File: config.mk
export PLATFORM = sky130hd
export DESIGN_NAME = octree_sram_arbiter_flat
export DESIGN_NICKNAME = d
export VERILOG_FILES = /design/src/rtl/octree_sram_arbiter_if.sv /design/src/rtl/octree_sram_arbiter.sv /design/src/flat_wrapper.sv
export SDC_FILE = /design/constraint.sdc
export NUM_CORES = 1
export LEC_CHECK = 0
export BUFFER_PORTS_ARGS = -buffer_cell sky130_fd_sc_hd__buf_2
export CORE_AREA = 10 10 135 137
export CTS_CLUSTER_DIAMETER = 60
export DETAILED_ROUTE_END_ITERATION = 10
export DIE_AREA = 0 0 145 147
export PLACE_DENSITY = 0.4
export SYNTH_ARGS = -nofsm -noshare
export SYNTH_HDL_FRONTEND = slang
export SYNTH_SLANG_ARGS = --single-unit
File: constraint.sdc
create_clock -name clk -period 3.75 [get_ports clk]
set_clock_uncertainty 0.15 [all_clocks]
set_input_delay 0.375 -clock clk [delete_from_list [all_inputs] [get_ports clk]]
set_output_delay 0.375 -clock clk [all_outputs]
set_load 0.005 [all_outputs]
File: src/rtl/octree_sram_arbiter_if.sv
// Searcher/updater request ports and the single-port octree node SRAM port,
// bundled for the per-access arbiter.
interface octree_sram_arbiter_if #(
    parameter int ADDR_W = 10,
    parameter int DATA_W = 64
);
    logic              s_req, s_we, s_lock, s_gnt, s_rvalid;
    logic [ADDR_W-1:0] s_addr;
    logic [DATA_W-1:0] s_wdata;
    logic              u_req, u_we, u_lock, u_gnt, u_rvalid;
    logic [ADDR_W-1:0] u_addr;
    logic [DATA_W-1:0] u_wdata;
    logic [DATA_W-1:0] rdata;
    logic              mem_cs, mem_we;
    logic [ADDR_W-1:0] mem_addr;
    logic [DATA_W-1:0] mem_wdata, mem_rdata;
    logic [1:0]        mem_owner;
    logic              starve_flag;

    modport slave (
        input  s_req, s_we, s_addr, s_wdata, s_lock,
        input  u_req, u_we, u_addr, u_wdata, u_lock,
        input  mem_rdata,
        output s_gnt, s_rvalid, u_gnt, u_rvalid, rdata,
        output mem_cs, mem_we, mem_addr, mem_wdata, mem_owner, starve_flag
    );

    modport master (
        output s_req, s_we, s_addr, s_wdata, s_lock,
        output u_req, u_we, u_addr, u_wdata, u_lock,
        output mem_rdata,
        input  s_gnt, s_rvalid, u_gnt, u_rvalid, rdata,
        input  mem_cs, mem_we, mem_addr, mem_wdata, mem_owner, starve_flag
    );
endinterface

File: src/rtl/octree_sram_arbiter.sv
// Per-access arbiter for the octree node SRAM: searcher first, updater
// protected by a starvation counter, either side may lock the port for RMW.
module octree_sram_arbiter #(
    parameter int ADDR_W   = 10,
    parameter int DATA_W   = 64,
    parameter int MAX_WAIT = 4
) (
    input logic                  clk,
    input logic                  rst_n,
    octree_sram_arbiter_if.slave bus
);
    localparam logic [1:0] OWN_NONE = 2'd0;
    localparam logic [1:0] OWN_S    = 2'd1;
    localparam logic [1:0] OWN_U    = 2'd2;
    localparam logic [3:0] WAIT_MAX = 4'(MAX_WAIT);

    typedef struct packed {
        logic              cs;
        logic              we;
        logic [ADDR_W-1:0] addr;
        logic [DATA_W-1:0] wdata;
    } cmd_t;

    logic [1:0] lock_owner, lock_next;
    logic [3:0] starve_cnt;
    logic       starved, s_win, u_win;
    cmd_t       cmd;

    assign starved = (starve_cnt == WAIT_MAX);

    // A held lock beats the starvation guard; an idle lock holder blocks both.
    always_comb begin
        s_win = 1'b0;
        u_win = 1'b0;
        if (lock_owner == OWN_S)         s_win = bus.s_req;
        else if (lock_owner == OWN_U)    u_win = bus.u_req;
        else if (starved && bus.u_req)   u_win = 1'b1;
        else if (bus.s_req)              s_win = 1'b1;
        else                             u_win = bus.u_req;
    end

    always_comb begin
        cmd = '0;
        if (s_win)      cmd = '{cs: 1'b1, we: bus.s_we, addr: bus.s_addr, wdata: bus.s_wdata};
        else if (u_win) cmd = '{cs: 1'b1, we: bus.u_we, addr: bus.u_addr, wdata: bus.u_wdata};
    end

    assign bus.s_gnt       = s_win;
    assign bus.u_gnt       = u_win;
    assign bus.mem_cs      = cmd.cs;
    assign bus.mem_we      = cmd.we;
    assign bus.mem_addr    = cmd.addr;
    assign bus.mem_wdata   = cmd.wdata;
    assign bus.rdata       = bus.mem_rdata;
    assign bus.starve_flag = starved;

    // Holder keeps the lock only while it keeps requesting with lock set;
    // a granted access with lock clear is the last locked one.
    always_comb begin
        lock_next = lock_owner;
        case (lock_owner)
            OWN_NONE: begin
                if (s_win && bus.s_lock)      lock_next = OWN_S;
                else if (u_win && bus.u_lock) lock_next = OWN_U;
            end
            OWN_S:   if (!bus.s_req || !bus.s_lock) lock_next = OWN_NONE;
            OWN_U:   if (!bus.u_req || !bus.u_lock) lock_next = OWN_NONE;
            default: lock_next = OWN_NONE;
        endcase
    end

    always_ff @(posedge clk or negedge rst_n) begin
        if (!rst_n) begin
            lock_owner    <= OWN_NONE;
            starve_cnt    <= '0;
            bus.s_rvalid  <= 1'b0;
            bus.u_rvalid  <= 1'b0;
            bus.mem_owner <= OWN_NONE;
        end else begin
            lock_owner    <= lock_next;
            bus.s_rvalid  <= s_win & ~bus.s_we;
            bus.u_rvalid  <= u_win & ~bus.u_we;
            bus.mem_owner <= {u_win, s_win};
            if (!bus.u_req || u_win) starve_cnt <= '0;
            else if (!starved)       starve_cnt <= starve_cnt + 4'd1;
        end
    end
endmodule

File: src/flat_wrapper.sv
// flat-port wrapper written by rule: the top's interface ports become plain ports
module octree_sram_arbiter_flat 
#(
    parameter int ADDR_W   = 10,
    parameter int DATA_W   = 64,
    parameter int MAX_WAIT = 4
)
  (clk, rst_n, bus_s_req, bus_s_we, bus_s_addr, bus_s_wdata, bus_s_lock, bus_u_req, bus_u_we, bus_u_addr, bus_u_wdata, bus_u_lock, bus_mem_rdata, bus_s_gnt, bus_s_rvalid, bus_u_gnt, bus_u_rvalid, bus_rdata, bus_mem_cs, bus_mem_we, bus_mem_addr, bus_mem_wdata, bus_mem_owner, bus_starve_flag);
  octree_sram_arbiter_if #(.ADDR_W(ADDR_W), .DATA_W(DATA_W)) bus_i ();
  input logic clk;
  input logic rst_n;
  input wire logic [$bits(bus_i.s_req)-1:0] bus_s_req;
  input wire logic [$bits(bus_i.s_we)-1:0] bus_s_we;
  input wire logic [$bits(bus_i.s_addr)-1:0] bus_s_addr;
  input wire logic [$bits(bus_i.s_wdata)-1:0] bus_s_wdata;
  input wire logic [$bits(bus_i.s_lock)-1:0] bus_s_lock;
  input wire logic [$bits(bus_i.u_req)-1:0] bus_u_req;
  input wire logic [$bits(bus_i.u_we)-1:0] bus_u_we;
  input wire logic [$bits(bus_i.u_addr)-1:0] bus_u_addr;
  input wire logic [$bits(bus_i.u_wdata)-1:0] bus_u_wdata;
  input wire logic [$bits(bus_i.u_lock)-1:0] bus_u_lock;
  input wire logic [$bits(bus_i.mem_rdata)-1:0] bus_mem_rdata;
  output wire logic [$bits(bus_i.s_gnt)-1:0] bus_s_gnt;
  output wire logic [$bits(bus_i.s_rvalid)-1:0] bus_s_rvalid;
  output wire logic [$bits(bus_i.u_gnt)-1:0] bus_u_gnt;
  output wire logic [$bits(bus_i.u_rvalid)-1:0] bus_u_rvalid;
  output wire logic [$bits(bus_i.rdata)-1:0] bus_rdata;
  output wire logic [$bits(bus_i.mem_cs)-1:0] bus_mem_cs;
  output wire logic [$bits(bus_i.mem_we)-1:0] bus_mem_we;
  output wire logic [$bits(bus_i.mem_addr)-1:0] bus_mem_addr;
  output wire logic [$bits(bus_i.mem_wdata)-1:0] bus_mem_wdata;
  output wire logic [$bits(bus_i.mem_owner)-1:0] bus_mem_owner;
  output wire logic [$bits(bus_i.starve_flag)-1:0] bus_starve_flag;
  assign bus_i.s_req = bus_s_req;
  assign bus_i.s_we = bus_s_we;
  assign bus_i.s_addr = bus_s_addr;
  assign bus_i.s_wdata = bus_s_wdata;
  assign bus_i.s_lock = bus_s_lock;
  assign bus_i.u_req = bus_u_req;
  assign bus_i.u_we = bus_u_we;
  assign bus_i.u_addr = bus_u_addr;
  assign bus_i.u_wdata = bus_u_wdata;
  assign bus_i.u_lock = bus_u_lock;
  assign bus_i.mem_rdata = bus_mem_rdata;
  assign bus_s_gnt = bus_i.s_gnt;
  assign bus_s_rvalid = bus_i.s_rvalid;
  assign bus_u_gnt = bus_i.u_gnt;
  assign bus_u_rvalid = bus_i.u_rvalid;
  assign bus_rdata = bus_i.rdata;
  assign bus_mem_cs = bus_i.mem_cs;
  assign bus_mem_we = bus_i.mem_we;
  assign bus_mem_addr = bus_i.mem_addr;
  assign bus_mem_wdata = bus_i.mem_wdata;
  assign bus_mem_owner = bus_i.mem_owner;
  assign bus_starve_flag = bus_i.starve_flag;
  octree_sram_arbiter #(.ADDR_W(ADDR_W), .DATA_W(DATA_W), .MAX_WAIT(MAX_WAIT)) u_core (.clk(clk), .rst_n(rst_n), .bus(bus_i));
endmodule
==> metrics.yaml, run 1 <==
run_status:
  status: "complete, no violations"
critical_path:
  worstPathRequired_ns: 3.22
  max_stage_delay_ns: 0.48
  path_max_fanout: 68
  cp.arrival_ns: 2.46
  criticalPathCategory: "reg2out"
  crit_path_cell_trace: "inv_1, ha_1, nand3b_4, o311a_2, buf_12, nor2b_1, nor4_1, buf_2"
  ff2ff_path_depth: 6
  cp_slowest_cell: "o311a_2"
  end_kind: "output port"
  start_kind: "flop"
pwr:
  switching_share: 0.306
  switchingPower_mw: 0.195
  powerDensity_nw_per_um2: 230
  clkPwrFrac: 0.337
  peakVddDrop_mv: 0.118
  pwr-share-seq: 0.184
  intPower_mw: 0.442
  combPwrFrac: 0.479
  p_leak_nw: 1.60
route:
  top_layer_used: "met4"
  avgViaCountPerCell: 3.85
  drt_wl_total_um: 10300
  met1_length_um: 3560
  wl_met3_um: 1160
  routedWlPerCell_um: 17.5
  vias: 2258
  drtIter0Drc: 93
  drc: 0
  dr_wl_met2_um: 5110
  drtPass1Iterations: 4
  postRouteAntennaNets: 0
yosys:
  synth_top_family_by_area: "compound AO/OA/AOI/OAI gates"
  syn_avg_cell_area_um2: 8.73
  ys_async_sr_fraction: 1.00
  synth_xor_area_frac: 0.00490
  syn_area_um2: 1790
  synth_mux_area_frac: 0
  ys_types: 24
  synthSimpleGateAreaFrac: 0.0601
  synth_seq_cells: 10
  syn_inst: 205
  synth_edf_count: 0
  synthFlopType: "dfrtp_1"
  synth_compound_area_frac: 0.416
  ys_seq_area_frac: 0.140
  yosys_warnings: 0
  syn-num-nets: 427
  synthAdderAreaFrac: 0.0140
sta:
  finalCritPeriodShare: 0.796
  setup_tns_ns: 0
  fmax_mhz: 335
  hold_viol: 0
  slew_viol_final: 0
  rsz0062_at_grt: "no"
  min_period_ns: 2.99
  setup_viol: 0
  tightest_slew_ns: 0.718
  holdWs_ns: 0.144
  max_slew_margin: 0.520
floorplanning:
  die_x_um: 145
  die_area_um2: 21300
  start_util: 0.115
  coreArea_um2: 15600
  io_pins: 367
  die_h_um: 147
  num_rows: 46
final_layout:
  drive_gt1_frac: 0.671
  fillCellCount: 1759
  fin_nets: 591
  register_area_um2: 250
  fin_util: 0.178
  multi_input_comb_area_um2: 898
  final_common_cell: "buf_2"
  final_cell_mix: "buf_2 (238), a22o_1 (74), dfrtp_1 (10), a21oi_1 (8)"
  area_growth_syn_to_layout_pct: 54.8
cts:
  root_buffer: "clkbuf_16"
  clk_pin_slew_ns: 0.04
  h-tree-depth: 1
  cts_made_buffers: 3
  cts_tree: "built"
  clockBufferDepth: 2
  cts_num_sinks: 10
  clk_latency_ns: 0.24
place:
  gp_congestion: 0.747
  hpwl_um: 8750
  io_buffers: 238
worst_hold_path:
  hold_depth: 2
  min_path_type: "in2reg"
grt:
  grt_max_degree: 70
  grt_pass1_vias: 2486
  antenna_found_initial: 2
  grt.total_usage: 0.0868
  grt_overflow: 0
  grt_pass1_wl_um: 15200
job:
  drv_cap: 0
[registers in the layout, indices dropped and copies added (netlist names)]
signal and cells:
u_core.starve_cnt 4, u_core.bus.mem_owner 2, u_core.lock_owner 2, u_core.bus.s_rvalid 1
u_core.bus.u_rvalid 1
[routing by layer]
layer	vias up	track usage
met4	0	0.0439
li1	1041	-
met2	158	0.155
met3	49	0.0362
met5	-	0
met1	1010	0.0844
[synthesized netlist by cell type, drive strengths merged (2+ instances only)]
master	count	area share
clkbuf	2	0.0042
dfrtp	10	0.14
inv	4	0.0084
nand3	3	0.0084
a21oi	8	0.022
nand2	3	0.0063
nor3	2	0.0056
o211ai	2	0.0084
nor2	2	0.0042
a22o	74	0.36
ha	2	0.014
nor2b	4	0.014
buf	80	0.35
nor4	2	0.0070
[logic make-up after synthesis]
logic type,after synthesis
AO/OA/AOI/OAI,88
XOR/XNOR,1
adder cells (fa/ha/maj),2
buffers and inverters,86
flip-flops,10
AND/OR/NAND/NOR,18
[area by class of cell]
class	instances	area share
antenna	2	0.00181
clock buffer	4	0.0321
inverter	4	0.00542
multi-input combinational	109	0.324
sequential	10	0.0904
tap	216	0.0976
timing repair buffer	241	0.448
[repair_timing]
item | in CTS | in global routing
endpoints found under the hold margin | 10 | 0
buffers inserted | 0 | 0
resized for setup | 0 | 0
hold buffers | 1 | 0
[worst max-delay path, delay by kind of cell, from the launching register on]
family,cells,cell delay [ns]
AO/OA/AOI/OAI,1,0.48
flip-flops,1,0.41
AND/OR/NAND/NOR,3,0.57
buffers and inverters,3,0.48
adder cells (fa/ha/maj),1,0.22
[through the flow]
stage	setup slack [ns]	instance area, um^2	total power, mW	std cells
global placement	1.11	2670	0.426	579
floorplan	1.63	1790	0.312	205
CTS	0.770	2760	0.649	584
detailed placement	1.05	2670	0.428	579
finish	0.765	2770	0.637	586
global route	0.574	2760	0.679	584
[power groups by stage]
stage | combinational, mW | clock (mW) | sequential [mW]
finish | 0.305 | 0.215 | 0.117
global route | 0.338 | 0.223 | 0.118
CTS | 0.312 | 0.221 | 0.117
detailed placement | 0.309 | 0 | 0.118
global placement | 0.308 | 0 | 0.118
floorplan | 0.194 | 0 | 0.118
[worst paths after layout]
kind	start	endpoint	slack, ns
min in group asynchronous	rst_n	u_core.lock_owner[0]$_DFFE_PN0P_	0.39
max reg2reg	u_core.starve_cnt[0]$_DFFE_PN0P_	u_core.bus.u_rvalid$_DFF_PN0_	1.54
max in group asynchronous	rst_n	u_core.starve_cnt[0]$_DFFE_PN0P_	2.86
min	bus_s_we	u_core.bus.s_rvalid$_DFF_PN0_	0.14
max	u_core.starve_cnt[0]$_DFFE_PN0P_	bus_mem_we	0.76
min reg2reg	u_core.lock_owner[0]$_DFFE_PN0P_	u_core.lock_owner[1]$_DFFE_PN0P_	0.38
Note: power is estimated with default switching activity, not from simulation.
==> run 2, diff against run 1 <==
CORE_AREA = 10 10 134 136   (was 10 10 135 137)
DIE_AREA = 0 0 144 146   (was 0 0 145 147)
PLACE_DENSITY = 0.42   (was 0.4)
clock period = 2.5 ns   (was 3.75 ns; I/O delays follow)
==> run 2 against run 1 <==
Effect of this change: clock-buffer cell count decreased by 1; power is 53% higher; sequential share of layout area decreased by 0.57 points; combinational power is 72% higher; sequential power grew 50%; critical path depth did not move; first-iteration DRC count is the same; non-clock buffer count grew 15; global-route usage fell by 0.28 points; worst setup slack got worse by 0.67 ns; via count grew 3.8%; largest power group unchanged.
==> metrics.yaml, run 2 (synthesized netlist as in run 1, its figures left out) <==
final_layout:
  final_cell_mix: "buf_2 (237), a22o_1 (73), dfrtp_1 (10), a21oi_1 (8), buf_4 (8)"
  multi_input_comb_area_um2: 930
  fin_nets: 606
  reg_top3: "u_core.starve_cnt (4), u_core.bus.mem_owner (2), u_core.lock_owner (2)"
  top_register: "u_core.starve_cnt"
  drive_gt1_frac: 0.694
  fin_util: 0.191
  fillCellCount: 1747
  antennaDiodeCount: 0
  area_growth_syn_to_layout_pct: 65.1
  stdcell_count: 574
  register_area_um2: 250
  final_common_cell: "buf_2"
  largest_reg_flops: 4
critical_path:
  worstReg2RegEnd: "u_core.bus.u_rvalid$_DFF_PN0_"
  r2r_slack_ns: 0.67
  criticalPathCategory: "reg2out"
  r2r-start: "u_core.starve_cnt[0]$_DFFE_PN0P_"
  cp.arrival_ns: 2.01
  critPathLaunch: "u_core.starve_cnt[0]$_DFFE_PN0P_"
  ff2ff_path_depth: 7
  path_max_fanout: 17
  worstPathRequired_ns: 2.10
  start_kind: "flop"
  cp-endpoint: "bus_mem_addr[5]"
  end_kind: "output port"
sta:
  max_slew_margin: 0.793
  tightest_slew_ns: 0.311
  finalCritPeriodShare: 0.963
  hold_viol: 0
  min_period_ns: 2.41
  slew_viol_final: 0
  setup_tns_ns: 0
  holdWs_ns: 0.0359
  fmax_mhz: 415
  setup_viol: 0
route:
  drc: 0
  drtPass1Iterations: 4
  routedWlPerCell_um: 19.1
  postRouteAntennaNets: 0
  vias: 2343
  drtIter0Drc: 93
  drt_wl_total_um: 11000
  avgViaCountPerCell: 4.08
floorplanning:
  start_util: 0.116
  die_x_um: 144
  die_area_um2: 21000
  num_rows: 46
  io_pins: 367
  die_h_um: 146
  coreArea_um2: 15500
cts:
  clk_latency_ns: 0.23
  clockBufferDepth: 2
  h-tree-depth: 1
  clk_pin_slew_ns: 0.04
  cts_num_sinks: 10
  root_buffer: "clkbuf_16"
  cts_tree: "built"
  cts_made_buffers: 3
pwr:
  peakVddDrop_mv: 0.189
  p_leak_nw: 1.71
  p_total_mw: 0.975
  powerDensity_nw_per_um2: 330
grt:
  antenna_found_initial: 1
  grt_max_degree: 69
  grt_pass1_wl_um: 14200
  grt_pass1_vias: 2412
  grt_overflow: 0
  grt.total_usage: 0.0840
run_status:
  status: "complete, no violations"
job:
  drv_cap: 0
place:
  dp.cells: 557
  io_buffers: 238
  hpwl_um: 8460
  gp_congestion: 0.736
worst_hold_path:
  min_path_type: "in2reg"
run 2: changes by cell type in the layout (fill, tap and decap cells not counted), sizes merged:
cell and change:
buf +12, clkbuf +2, diode -2
run 2: timing repair:
item | in CTS | in global routing
gates cloned | 1 | 3
pin swaps | 2 | 3
hold buffers | 1 | 0
hold endpoints to repair | 10 | 0
setup buffers | 3 | 6
endpoints found under the setup margin | 67 | 72
resized for setup | 3 | 8
run 2: how the worst min path moves through the flow:
stage | start | to | slack, ns | cells after the start
2_1_floorplan | rst_n | u_core.bus.mem_owner[0]$_DFF_PN0_ | -0.20 | 0
3_5_place_dp | rst_n | u_core.starve_cnt[2]$_DFFE_PN0P_ | -0.02 | 1
6_report | bus_s_we | u_core.bus.s_rvalid$_DFF_PN0_ | 0.04 | 2
5_1_grt | bus_s_we | u_core.bus.s_rvalid$_DFF_PN0_ | 0.05 | 2
4_1_cts | bus_s_we | u_core.bus.s_rvalid$_DFF_PN0_ | 0.04 | 2
3_3_place_gp | rst_n | u_core.starve_cnt[2]$_DFFE_PN0P_ | -0.02 | 1
run 2: per-layer routing:
metal	vias up	wire [um]	global-route usage
li1	1069	-	-
met1	1037	3700	0.0797
met2	195	5440	0.158
met3	40	1560	0.0346
met4	2	247	0.0260
met5	-	7	0
run 2: layout make-up:
class	instances	area share
multi-input cells	109	0.315
repair buffers	256	0.489
inverters	4	0.00508
clock buffers	3	0.0254
well taps	192	0.0813
flip-flops and latches	10	0.0847
run 2: report_power, final:
| part | internal (mW) | switching [mW] |
|---|---|---|
| Clock | 0.207 | 0.0694 |
| Sequential | 0.170 | 0.00428 |
| Combinational | 0.292 | 0.232 |
| Total | 0.669 | 0.306 |
run 2: worst max-delay path: stages (launching register included):
cell       delay [ns]
dfrtp_1          0.40
inv_2            0.09
ha_4             0.14
nand3b_4         0.13
a311oi_4         0.33
buf_6            0.20
clkbuf_16        0.19
a22o_1           0.15
buf_2            0.12
run 2: through the flow:
| step | worst slack [ns] | area [um^2] |
|---|---|---|
| after detailed placement | 0.108 | 2650 |
| final | 0.0920 | 2950 |
| after CTS | -0.0190 | 2800 |
| after global routing | -0.00373 | 2950 |
| after global placement | 0.155 | 2650 |
| after floorplan | 0.509 | 1790 |
==> run 3, diff against run 2 <==
GPL_TIMING_DRIVEN = 0   (was default)
SETUP_SLACK_MARGIN = 0.5   (was default)
==> run 3 against run 2 <==
Effect of this change: routed wire length grew 20%; maximum frequency rose by 2.5%; first-iteration DRC count is 16% higher; cell area increased by 39%; critical path depth unchanged; global-route usage up 2.2 points; clock power increased by 14%; critical endpoint is now bus_mem_wdata[48]; largest power group unchanged; highest routed layer unchanged.
==> metrics.yaml, run 3 (synthesized netlist as in run 1, its figures left out) <==
route:
  avgViaCountPerCell: 4.00
  drtPass1Iterations: 4
  drtIter0Drc: 108
  drt_wl_total_um: 13200
  routedWlPerCell_um: 18.3
  vias: 2889
  drc: 0
  postRouteAntennaNets: 0
floorplanning:
  io_pins: 367
  die_area_um2: 21000
  coreArea_um2: 15500
  die_h_um: 146
  die_x_um: 144
  num_rows: 46
  start_util: 0.116
cts:
  clockBufferDepth: 2
  cts_tree: "built"
  cts_num_sinks: 10
  h-tree-depth: 1
  root_buffer: "clkbuf_16"
  cts_made_buffers: 3
  clk_pin_slew_ns: 0.04
  clk_latency_ns: 0.24
place:
  dp_slack_ns: -0.0530
  io_buffers: 301
  hpwl_um: 11300
  gp_congestion: 0.755
sta:
  holdWs_ns: 0.0453
  min_period_ns: 2.35
  fmax_mhz: 426
  tightest_slew_ns: 0.438
  slew_viol_final: 0
  setup_viol: 0
  max_slew_margin: 0.708
  rsz0062_at_grt: "yes"
  setup_ws_ns: 0.150
  hold_viol: 0
  finalCritPeriodShare: 0.940
grt:
  grt.total_usage: 0.106
  grt_max_degree: 12
  grt_pass1_wl_um: 17600
  antenna_found_initial: 1
  grt_pass1_vias: 3123
  grt_overflow: 0
critical_path:
  start_kind: "flop"
  worstPathRequired_ns: 2.10
  path_max_fanout: 10
  cp.arrival_ns: 1.95
  criticalPathCategory: "reg2out"
  end_kind: "output port"
final_layout:
  reg_top3: "u_core.starve_cnt (4), u_core.bus.mem_owner (2), u_core.lock_owner (2)"
  top_register: "u_core.starve_cnt"
  fin_util: 0.264
  largest_reg_flops: 4
  area_growth_syn_to_layout_pct: 129
  drive_gt1_frac: 0.779
  fin_nets: 753
  final_common_cell: "buf_2"
  final_cell_mix: "buf_2 (299), a22o_1 (74), buf_4 (73), dfrtp_1 (10), buf_8 (9)"
  antennaDiodeCount: 0
run_status:
  status: "complete, no violations"
job:
  drv_cap: 0
pwr:
  powerDensity_nw_per_um2: 300
  p_leak_nw: 2.43
  peakVddDrop_mv: 0.197
worst_hold_path:
  min_path_type: "in2reg"
-- run 3: cell types whose count changed in the layout (fill, tap and decap cells not counted), sizes merged --
cell and change:
clkbuf +6, buf +142
-- run 3: stage by stage --
step	cells	cell area (um^2)	power, mW	TNS (ns)
floorplan	205	1790	0.467	0
global placement	698	3540	0.811	-0.0473
detailed placement	698	3540	0.815	-0.477
CTS	714	3860	1.20	0
global route	722	4090	1.31	0
finish	722	4090	1.23	0
-- run 3: where the power goes --
part | switching, mW | leakage (nW) | internal [mW]
clock | 0.0741 | 0.0442 | 0.240
combinational | 0.287 | 2.25 | 0.451
sequential | 0.00338 | 0.133 | 0.170
-- run 3: layout make-up --
cell class / count / area (um^2)
plain buffers: 82 / 731
inverters: 4 / 15.0
clock buffers: 4 / 88.8
repair buffers: 321 / 1830
multi-input cells: 109 / 935
flip-flops and latches: 10 / 250
well taps: 192 / 240
fillers: 1703 / 11400
-- run 3: routing by layer --
metal	part of all wire	up-vias	wire length, um	global-route usage
met5	0.00053	-	7	0
met2	0.54	218	7070	0.211
li1	-	1368	-	-
met3	0.12	14	1570	0.0418
met1	0.34	1287	4440	0.0988
met4	0.0085	2	112	0.0153
-- run 3: path summary, 6_finish.rpt --
path                                                  startpoint                           endpoint  slack (ns)  cells past startpoint
worst max-delay path            u_core.starve_cnt[0]$_DFFE_PN0P_                  bus_mem_wdata[48]        0.15                      8
max in group asynchronous                                  rst_n  u_core.bus.mem_owner[1]$_DFF_PN0_        1.73                      2
min in group asynchronous                                  rst_n   u_core.starve_cnt[3]$_DFFE_PN0P_        0.26                      2
worst max register to register  u_core.starve_cnt[0]$_DFFE_PN0P_      u_core.bus.u_rvalid$_DFF_PN0_        0.78                      7
worst min register to register  u_core.lock_owner[0]$_DFFE_PN0P_   u_core.lock_owner[1]$_DFFE_PN0P_        0.38                      3
worst min-delay path                                    bus_s_we      u_core.bus.s_rvalid$_DFF_PN0_        0.05                      2
-- run 3: what timing repair did --
item                                   4_1_cts  5_1_grt
setup endpoints to repair                   78       77
hold buffers                                 1        0
setup buffers                                9        3
endpoints found under the hold margin       10        0
resized for setup                           25       17
pin swaps                                   20       18
gates cloned                                 2        5
-- run 3: critical path, stage by stage (launching register included) --
cell,delay (ns)
dfrtp_1,0.38
inv_2,0.08
ha_4,0.14
nand3b_4,0.10
o311a_4,0.37
buf_12,0.17
buf_8,0.14
a22o_1,0.19
buf_2,0.13
